## src/rtl/nucleotide_keypad_if.sv

```systemverilog
// Button/output bundle for the nucleotide keypad conditioner.
// slave = conditioner side, master = board/bench side driving raw buttons.
interface nucleotide_keypad_if;
    logic       A;
    logic       G;
    logic       C;
    logic       T;
    logic       A_debounced;
    logic       G_debounced;
    logic       C_debounced;
    logic       T_debounced;
    logic       A_pressed;
    logic       G_pressed;
    logic       C_pressed;
    logic       T_pressed;
    logic       sym_valid;
    logic [1:0] sym;
    logic       collide;

    modport slave (
        input  A, G, C, T,
        output A_debounced, G_debounced, C_debounced, T_debounced,
        output A_pressed, G_pressed, C_pressed, T_pressed,
        output sym_valid, sym, collide
    );

    modport master (
        output A, G, C, T,
        input  A_debounced, G_debounced, C_debounced, T_debounced,
        input  A_pressed, G_pressed, C_pressed, T_pressed,
        input  sym_valid, sym, collide
    );
endinterface

```

## src/rtl/nucleotide_keypad.sv

```systemverilog
// Four-channel A/G/C/T button conditioner: 2-FF synchroniser, consecutive-
// sample debounce, rising-edge press pulse and a registered symbol encoder.
// Channel index doubles as the symbol code: 0=A, 1=G, 2=C, 3=T.
module nucleotide_keypad #(
    parameter int DEBOUNCE_CYCLES = 4,
    parameter int CNT_W           = 20
) (
    input  logic              clk,
    input  logic              reset,
    nucleotide_keypad_if.slave kp
);

    logic [3:0]       raw;
    logic [3:0]       s1;
    logic [3:0]       s2;
    logic [3:0]       stable;
    logic [3:0]       pulse;
    logic [CNT_W-1:0] cnt [4];

    logic             one_hot;
    logic             multi;
    logic [1:0]       code;

    logic             sym_valid_q;
    logic             collide_q;
    logic [1:0]       sym_q;

    assign raw = {kp.T, kp.C, kp.G, kp.A};

    // Synchronise, debounce and detect accepted rising edges on every channel.
    always_ff @(posedge clk) begin
        if (reset) begin
            s1     <= '0;
            s2     <= '0;
            stable <= '0;
            pulse  <= '0;
            for (int i = 0; i < 4; i++) begin
                cnt[i] <= '0;
            end
        end else begin
            s1    <= raw;
            s2    <= s1;
            pulse <= '0;
            for (int i = 0; i < 4; i++) begin
                if (s2[i] == stable[i]) begin
                    cnt[i] <= '0;
                end else if (cnt[i] == CNT_W'(DEBOUNCE_CYCLES - 1)) begin
                    // Level held long enough: accept it; only 0->1 makes a pulse.
                    stable[i] <= s2[i];
                    pulse[i]  <= s2[i];
                    cnt[i]    <= '0;
                end else begin
                    cnt[i] <= cnt[i] + CNT_W'(1);
                end
            end
        end
    end

    // Classify the pulse vector: single press, collision, or nothing.
    always_comb begin
        one_hot = (pulse != 4'd0) && ((pulse & (pulse - 4'd1)) == 4'd0);
        multi   = (pulse != 4'd0) && !one_hot;
        code    = 2'b00;
        for (int i = 0; i < 4; i++) begin
            if (pulse[i]) begin
                code = 2'(i);
            end
        end
    end

    // Register the encoder strobes; sym holds its last valid code.
    always_ff @(posedge clk) begin
        if (reset) begin
            sym_valid_q <= 1'b0;
            collide_q   <= 1'b0;
            sym_q       <= 2'b00;
        end else begin
            sym_valid_q <= one_hot;
            collide_q   <= multi;
            if (one_hot) begin
                sym_q <= code;
            end
        end
    end

    assign kp.A_debounced = stable[0];
    assign kp.G_debounced = stable[1];
    assign kp.C_debounced = stable[2];
    assign kp.T_debounced = stable[3];
    assign kp.A_pressed   = pulse[0];
    assign kp.G_pressed   = pulse[1];
    assign kp.C_pressed   = pulse[2];
    assign kp.T_pressed   = pulse[3];
    assign kp.sym_valid   = sym_valid_q;
    assign kp.collide     = collide_q;
    assign kp.sym         = sym_q;

endmodule

```

## src/flat_wrapper.sv

```systemverilog
// flat-port wrapper written by rule: the top's interface ports become plain ports
module nucleotide_keypad_flat 
#(
    parameter int DEBOUNCE_CYCLES = 4,
    parameter int CNT_W           = 20
)
  (clk, reset, kp_A, kp_G, kp_C, kp_T, kp_A_debounced, kp_G_debounced, kp_C_debounced, kp_T_debounced, kp_A_pressed, kp_G_pressed, kp_C_pressed, kp_T_pressed, kp_sym_valid, kp_sym, kp_collide);
  nucleotide_keypad_if kp_i ();
  input  logic clk;
  input  logic reset;
  input wire logic [$bits(kp_i.A)-1:0] kp_A;
  input wire logic [$bits(kp_i.G)-1:0] kp_G;
  input wire logic [$bits(kp_i.C)-1:0] kp_C;
  input wire logic [$bits(kp_i.T)-1:0] kp_T;
  output wire logic [$bits(kp_i.A_debounced)-1:0] kp_A_debounced;
  output wire logic [$bits(kp_i.G_debounced)-1:0] kp_G_debounced;
  output wire logic [$bits(kp_i.C_debounced)-1:0] kp_C_debounced;
  output wire logic [$bits(kp_i.T_debounced)-1:0] kp_T_debounced;
  output wire logic [$bits(kp_i.A_pressed)-1:0] kp_A_pressed;
  output wire logic [$bits(kp_i.G_pressed)-1:0] kp_G_pressed;
  output wire logic [$bits(kp_i.C_pressed)-1:0] kp_C_pressed;
  output wire logic [$bits(kp_i.T_pressed)-1:0] kp_T_pressed;
  output wire logic [$bits(kp_i.sym_valid)-1:0] kp_sym_valid;
  output wire logic [$bits(kp_i.sym)-1:0] kp_sym;
  output wire logic [$bits(kp_i.collide)-1:0] kp_collide;
  assign kp_i.A = kp_A;
  assign kp_i.G = kp_G;
  assign kp_i.C = kp_C;
  assign kp_i.T = kp_T;
  assign kp_A_debounced = kp_i.A_debounced;
  assign kp_G_debounced = kp_i.G_debounced;
  assign kp_C_debounced = kp_i.C_debounced;
  assign kp_T_debounced = kp_i.T_debounced;
  assign kp_A_pressed = kp_i.A_pressed;
  assign kp_G_pressed = kp_i.G_pressed;
  assign kp_C_pressed = kp_i.C_pressed;
  assign kp_T_pressed = kp_i.T_pressed;
  assign kp_sym_valid = kp_i.sym_valid;
  assign kp_sym = kp_i.sym;
  assign kp_collide = kp_i.collide;
  nucleotide_keypad #(.DEBOUNCE_CYCLES(DEBOUNCE_CYCLES), .CNT_W(CNT_W)) u_core (.clk(clk), .reset(reset), .kp(kp_i));
endmodule
```

## config.mk

```make
export PLATFORM = sky130hd
export DESIGN_NAME = nucleotide_keypad_flat
export DESIGN_NICKNAME = d
export VERILOG_FILES = /design/src/rtl/nucleotide_keypad_if.sv /design/src/rtl/nucleotide_keypad.sv /design/src/flat_wrapper.sv
export SDC_FILE = /design/constraint.sdc
export NUM_CORES = 1
export LEC_CHECK = 0
export BUFFER_PORTS_ARGS = -buffer_cell sky130_fd_sc_hd__buf_2
export CAP_MARGIN = 20
export CELL_PAD_IN_SITES_DETAIL_PLACEMENT = 0
export CELL_PAD_IN_SITES_GLOBAL_PLACEMENT = 2
export CORE_ASPECT_RATIO = 0.8
export CORE_MARGIN = 2
export CORE_UTILIZATION = 35
export DETAILED_ROUTE_END_ITERATION = 8
export GPL_TIMING_DRIVEN = 0
export HOLD_SLACK_MARGIN = 0.03
export PLACE_DENSITY = 0.68
export SLEW_MARGIN = 25
export SYNTH_ARGS = -nofsm -noshare
export SYNTH_HDL_FRONTEND = slang
export SYNTH_SLANG_ARGS = --single-unit
```

## constraint.sdc

```tcl
create_clock -name clk -period 3.9 [get_ports clk]
set_clock_uncertainty 0.1 [all_clocks]
set_input_delay 0.195 -clock clk [delete_from_list [all_inputs] [get_ports clk]]
set_output_delay 0.195 -clock clk [all_outputs]
set_load 0.03 [all_outputs]
```

# --- Word level (Yosys, flattened, before mapping) ---
# Memories as Yosys holds them, arrays and structs flattened.
# Index checks and enable logic that the tools add are counted.
op_classes:
  n_addsub: 5
  mul: 0
  div: 0
  order_cmp: 0
  eq_ne: 8
  shift: 0
  n_mux: 61
  bitwise_logic: 21
  reduce_logical: 13
ops:
  columns: ["op", "count"]
  rows:
  - ["2-to-1 mux 20 bit", 12]
  - ["adder 20 x 1 -> 20 bit, second input constant", 4]
  - ["== test 20 x 2 -> 1 bit, second input constant", 4]
  - ["2-to-1 mux 1 bit", 47]
  - ["bitwise OR 1 bit", 12]
  - ["OR reduction 3 bit", 4]
  - ["NOT 1 bit", 8]
  - ["AND reduction 2 bit", 4]
  - ["AND 4 bit", 1]
  - ["== test 1 bit", 4]
  - ["zero test 4 bit", 1]
  - ["2-to-1 mux 2 bit", 2]
  - ["nonzero test 4 bit", 1]
  - ["subtractor 4 x 1 -> 4 bit, second input constant", 1]
  - ["logical AND 1 bit", 2]
  - ["zero test 1 bit", 1]
totals:
  register_bits: 20
  latch_bits: 0
  ramBits: 80
  rom_bits: 0
  inputBits: 6
  output_inout_bits: 12
  memories: 1
memory_table:
  columns: ["name", "depth", "width", "read_ports", "rd_ports_with_merged_regs", "wr", "line", "rtl"]
  rows:
  - ["u_core.cnt", 4, 20, 4, 0, 4, "nucleotide_keypad.sv:18", "logic [CNT_W-1:0] cnt [4];"]

# --- Depth between registers and ports, before layout ---
# An unclocked memory read counts as a cell.
depth:
  depth_word: 8
  depth_mapped: 7
  mapped_depth_nobuf: 5

# --- Worst setup path after synthesis ---
# Ideal clock, no wire load.
synth_timing:
  path_kind: "register to register"
  from: "mem u_core.cnt[2][0]"
  to: "mem u_core.cnt[2][10], data pin"
  setup_time_ns: 0.257
  arrival_ns: 1.691
  slack_ns: 1.852
  stages_incl_launch_ff: 8
  path_buffers: 2
  synth_period_minus_slack_ns: 2.048
  path_cell_list: "edfxtp_1 -> ha_1 -> buf_2 -> nor4b_1 -> nand4_1 -> o21ai_2 -> buf_2 -> nor2_1"
synth_lines:
  columns: ["element", "line"]
  rows:
  - ["start: declaration", "nucleotide_keypad.sv:18"]

==> run summary <==
GRT overflow - 0
Post-synth EDFFs - 80
placed cell areas - 5858 µm²
Root Driver - clkbuf_16
Post-synth top flop - edfxtp_1
dominant cell type by area after synthesis - edfxtp_1
Setup crit start kind - flop
Ant. Diodes - 0
share of layout cells above drive strength 1 - 7.937%
Net Sw Frac - 22.64%
Seq cells post-synth - 100
CP required - 3.89 ns
cell count after synthesis - 514
crit path kind - flop to flop
Core ar. - 14440 µm²
largest net degree at the start of global routing - 17
# fillers - 1431
hold depth - 3
initial antenna violation count - 0
CTS Buf Count - 9
maxcap violations - 0
global-route wire length before repair - 17930 µm
antenna-violating nets left - 0
final setup margin - 1.232 ns
critical path capture point type - flop
hold_ws - 0.2938 ns
Clk pwr share - 41.3%
combinational fraction of design power - 4.2%
hold crit path type - input port to flop
postcts setup bufs - 0
crit path time final - 2.668 ns
Chip Height - 113.5 µm
number of global-route vias before repair - 3567
Vias/cell - 4.795
status - completed
CP Data Arrival Time - 2.66 ns
CTS tree - done
FFs w/ async S/R, synth - 0%
Final period util - 68.42%
final core occ - 43.02%
placement row count - 39
max_slew headroom - 58.41%
Lkg Pwr - 2.108 nW
Worst-path clk slew - 0.07 ns
Setup TNS - 0 ns
GRT Overall Usage - 14.38%
Final Max Slew Viols - 0
P per Cell Area - 365.7 nW/µm²
Sw Pwr - 514.4 µW
Die W - 140.9 µm
Tightest Pin Transition - 0.6182 ns
dpl ws - 1.139 ns
initial DRC count - 148
gpl congestion - 0.7305
Net count, final - 635
Pint - 1.758 mW
Initial Utilization - 36.32%
routed via count - 3903
Sink Count - 100
fin area - 6213 µm²
Pre-antenna DRT Iters - 5
H-Tree Depth - 3
RSZ-0062 raised after global routing - no
clk buf depth - 2
number of I/O port buffers - 17
critical path fanouts, max - 10
Syn Area/Cell - 10.21 µm²
VDD IR max - 0.2083 mV
register area share after synthesis - 53.42%
Clock Latency Late Sink - 0.35 ns
Mapped Area - 5246 µm²
FMAX - 374.8 MHz
number of distinct library cells after synthesis - 43
Worst Reg-to-Reg Cells - 6
final wirelength - 10680 µm
Sequential Power Share - 54.4%
Final Hold Fails - 0
Yosys warning count - 0
I/O pins - 18
HPWL after detailed placement - 7803 µm
Area Overhead vs Synth - 18.44%
top cells by area, synth - edfxtp_1 46%, dfxtp_1 7.6%, xnor2_1 6.5%, nor2_1 5.6%, xor2_1 3.7%
top cell type's share of synthesized area - 45.79%
Final setup viols - 0
WL/cell - 13.12 µm
Residual DRC - 0
die area - 15990 µm²
flip-flops by register name, indices dropped and copies added, names as in the netlist:
name	count
u_core.kp.collide	1
u_core.cnt	80
u_core.pulse	4
u_core.s1	4
u_core.stable	4
u_core.s2	4
u_core.kp.sym	2
u_core.kp.sym_valid	1
through the flow:
step / instances / power (mW)
finish: 814 / 2.272
global route: 814 / 2.377
CTS: 814 / 2.317
floorplan: 593 / 1.321
global placement: 794 / 1.352
detailed placement: 794 / 1.353
critical path, cell delays in order, from the launching register on:
cell      delay [ns]
edfxtp_1        0.37
ha_1            0.26
nor4b_1         0.35
nand4_1         0.31
o21ai_2         0.50
clkbuf_1        0.41
nor2_1          0.10
what timing repair did:
| item | 4_1_cts | 5_1_grt |
|---|---|---|
| setup endpoints to repair | 0 | 0 |
| hold buffers | 4 | 0 |
| endpoints found under the hold margin | 4 | 0 |
| resized for setup | 0 | 0 |
cell families after synthesis:
group,synth area share (%)
other,0.07148
DFF,53.42
AOI/OAI and AO/OA,6.439
buffers and inverters,2.695
xor gates and xnor gates,10.18
and+or+nand+nor,25.66
muxes,0.3816
adders and majority gates,1.145
power by group through the flow:
| stage | clock network (mW) | registers (mW) | logic (mW) |
|---|---|---|---|
| 5_1_grt | 1.02 | 1.24 | 0.111 |
| 3_5_place_dp | 0 | 1.26 | 0.0919 |
| 4_1_cts | 0.985 | 1.24 | 0.0955 |
| 3_3_place_gp | 0 | 1.26 | 0.0916 |
| 2_1_floorplan | 0 | 1.25 | 0.0747 |
| 6_report | 0.939 | 1.24 | 0.0957 |
synthesized netlist by cell type (8+ instances only):
master / instances
o21ai_0: 13
and4_1: 8
inv_1: 19
nand2_1: 19
nor2_1: 78
nor4_1: 26
edfxtp_1: 80
nand3_1: 28
xor2_1: 22
a21oi_1: 19
or3_1: 14
nand4_1: 30
nor3_1: 23
nor2b_1: 8
clkbuf_1: 12
xnor2_1: 39
dfxtp_1: 20
layer usage:
metal / share of wire, % / GRT usage [%]
met1: 53 / 20.53
met5: 0 / 0
met2: 41 / 20.42
met3: 3.9 / 4.072
met4: 2.0 / 6.067
worst paths after layout:
kind | start | to | slack (ns)
min reg2reg | u_core.s1[3]$_SDFF_PP0_ | u_core.s2[3]$_SDFF_PP0_ | 0.34
max reg2reg | u_core.cnt[0][0]$_SDFFCE_PN0P_ | u_core.cnt[0][10]$_SDFFCE_PN0P_ | 1.23
min | reset | u_core.cnt[2][17]$_SDFFCE_PN0P_ | 0.29
max | u_core.cnt[0][0]$_SDFFCE_PN0P_ | u_core.cnt[0][10]$_SDFFCE_PN0P_ | 1.23
layout make-up:
type                            instances  area [µm²]  area share [%]
Clock inverter                          4       26.28          0.4229
Inverter                               19       71.32           1.148
Buffer                                 17       70.07           1.128
Timing Repair Buffer                   21       125.1           2.014
Sequential cell                       100        2803           45.11
Multi-Input combinational cell        457        2599           41.82
Clock buffer                           12       289.0           4.652
Tap cell                              184       230.2           3.705
layout by cell type, fill, tap and decap left out, types with 3 or more instances in the layout:
| cell type | netlist | layout |
|---|---|---|
| dlygate4sd3_1 | 0 | 4 |
| nor4b_1 | 4 | 4 |
| nand4_1 | 30 | 30 |
| edfxtp_1 | 80 | 80 |
| and3_1 | 6 | 6 |
| nand2_1 | 19 | 19 |
| and2_1 | 3 | 3 |
| buf_2 | 4 | 21 |
| inv_1 | 19 | 19 |
| or3_1 | 14 | 14 |
| o21ai_0 | 13 | 13 |
| conb_1 | 1 | 80 |
| and4_1 | 8 | 8 |
| nand3_1 | 28 | 28 |
| a21oi_1 | 19 | 19 |
| nor4_1 | 26 | 26 |
| clkbuf_16 | 0 | 11 |
| ha_1 | 4 | 4 |
| clkbuf_1 | 12 | 12 |
| o21a_1 | 5 | 5 |
| nor2b_1 | 8 | 8 |
| nor2_1 | 78 | 78 |
| xor2_1 | 22 | 22 |
| xnor2_1 | 39 | 39 |
| nor3_1 | 23 | 23 |
| dfxtp_1 | 20 | 20 |
| o21ba_2 | 4 | 4 |
Note: power is estimated with default switching activity, not from simulation.
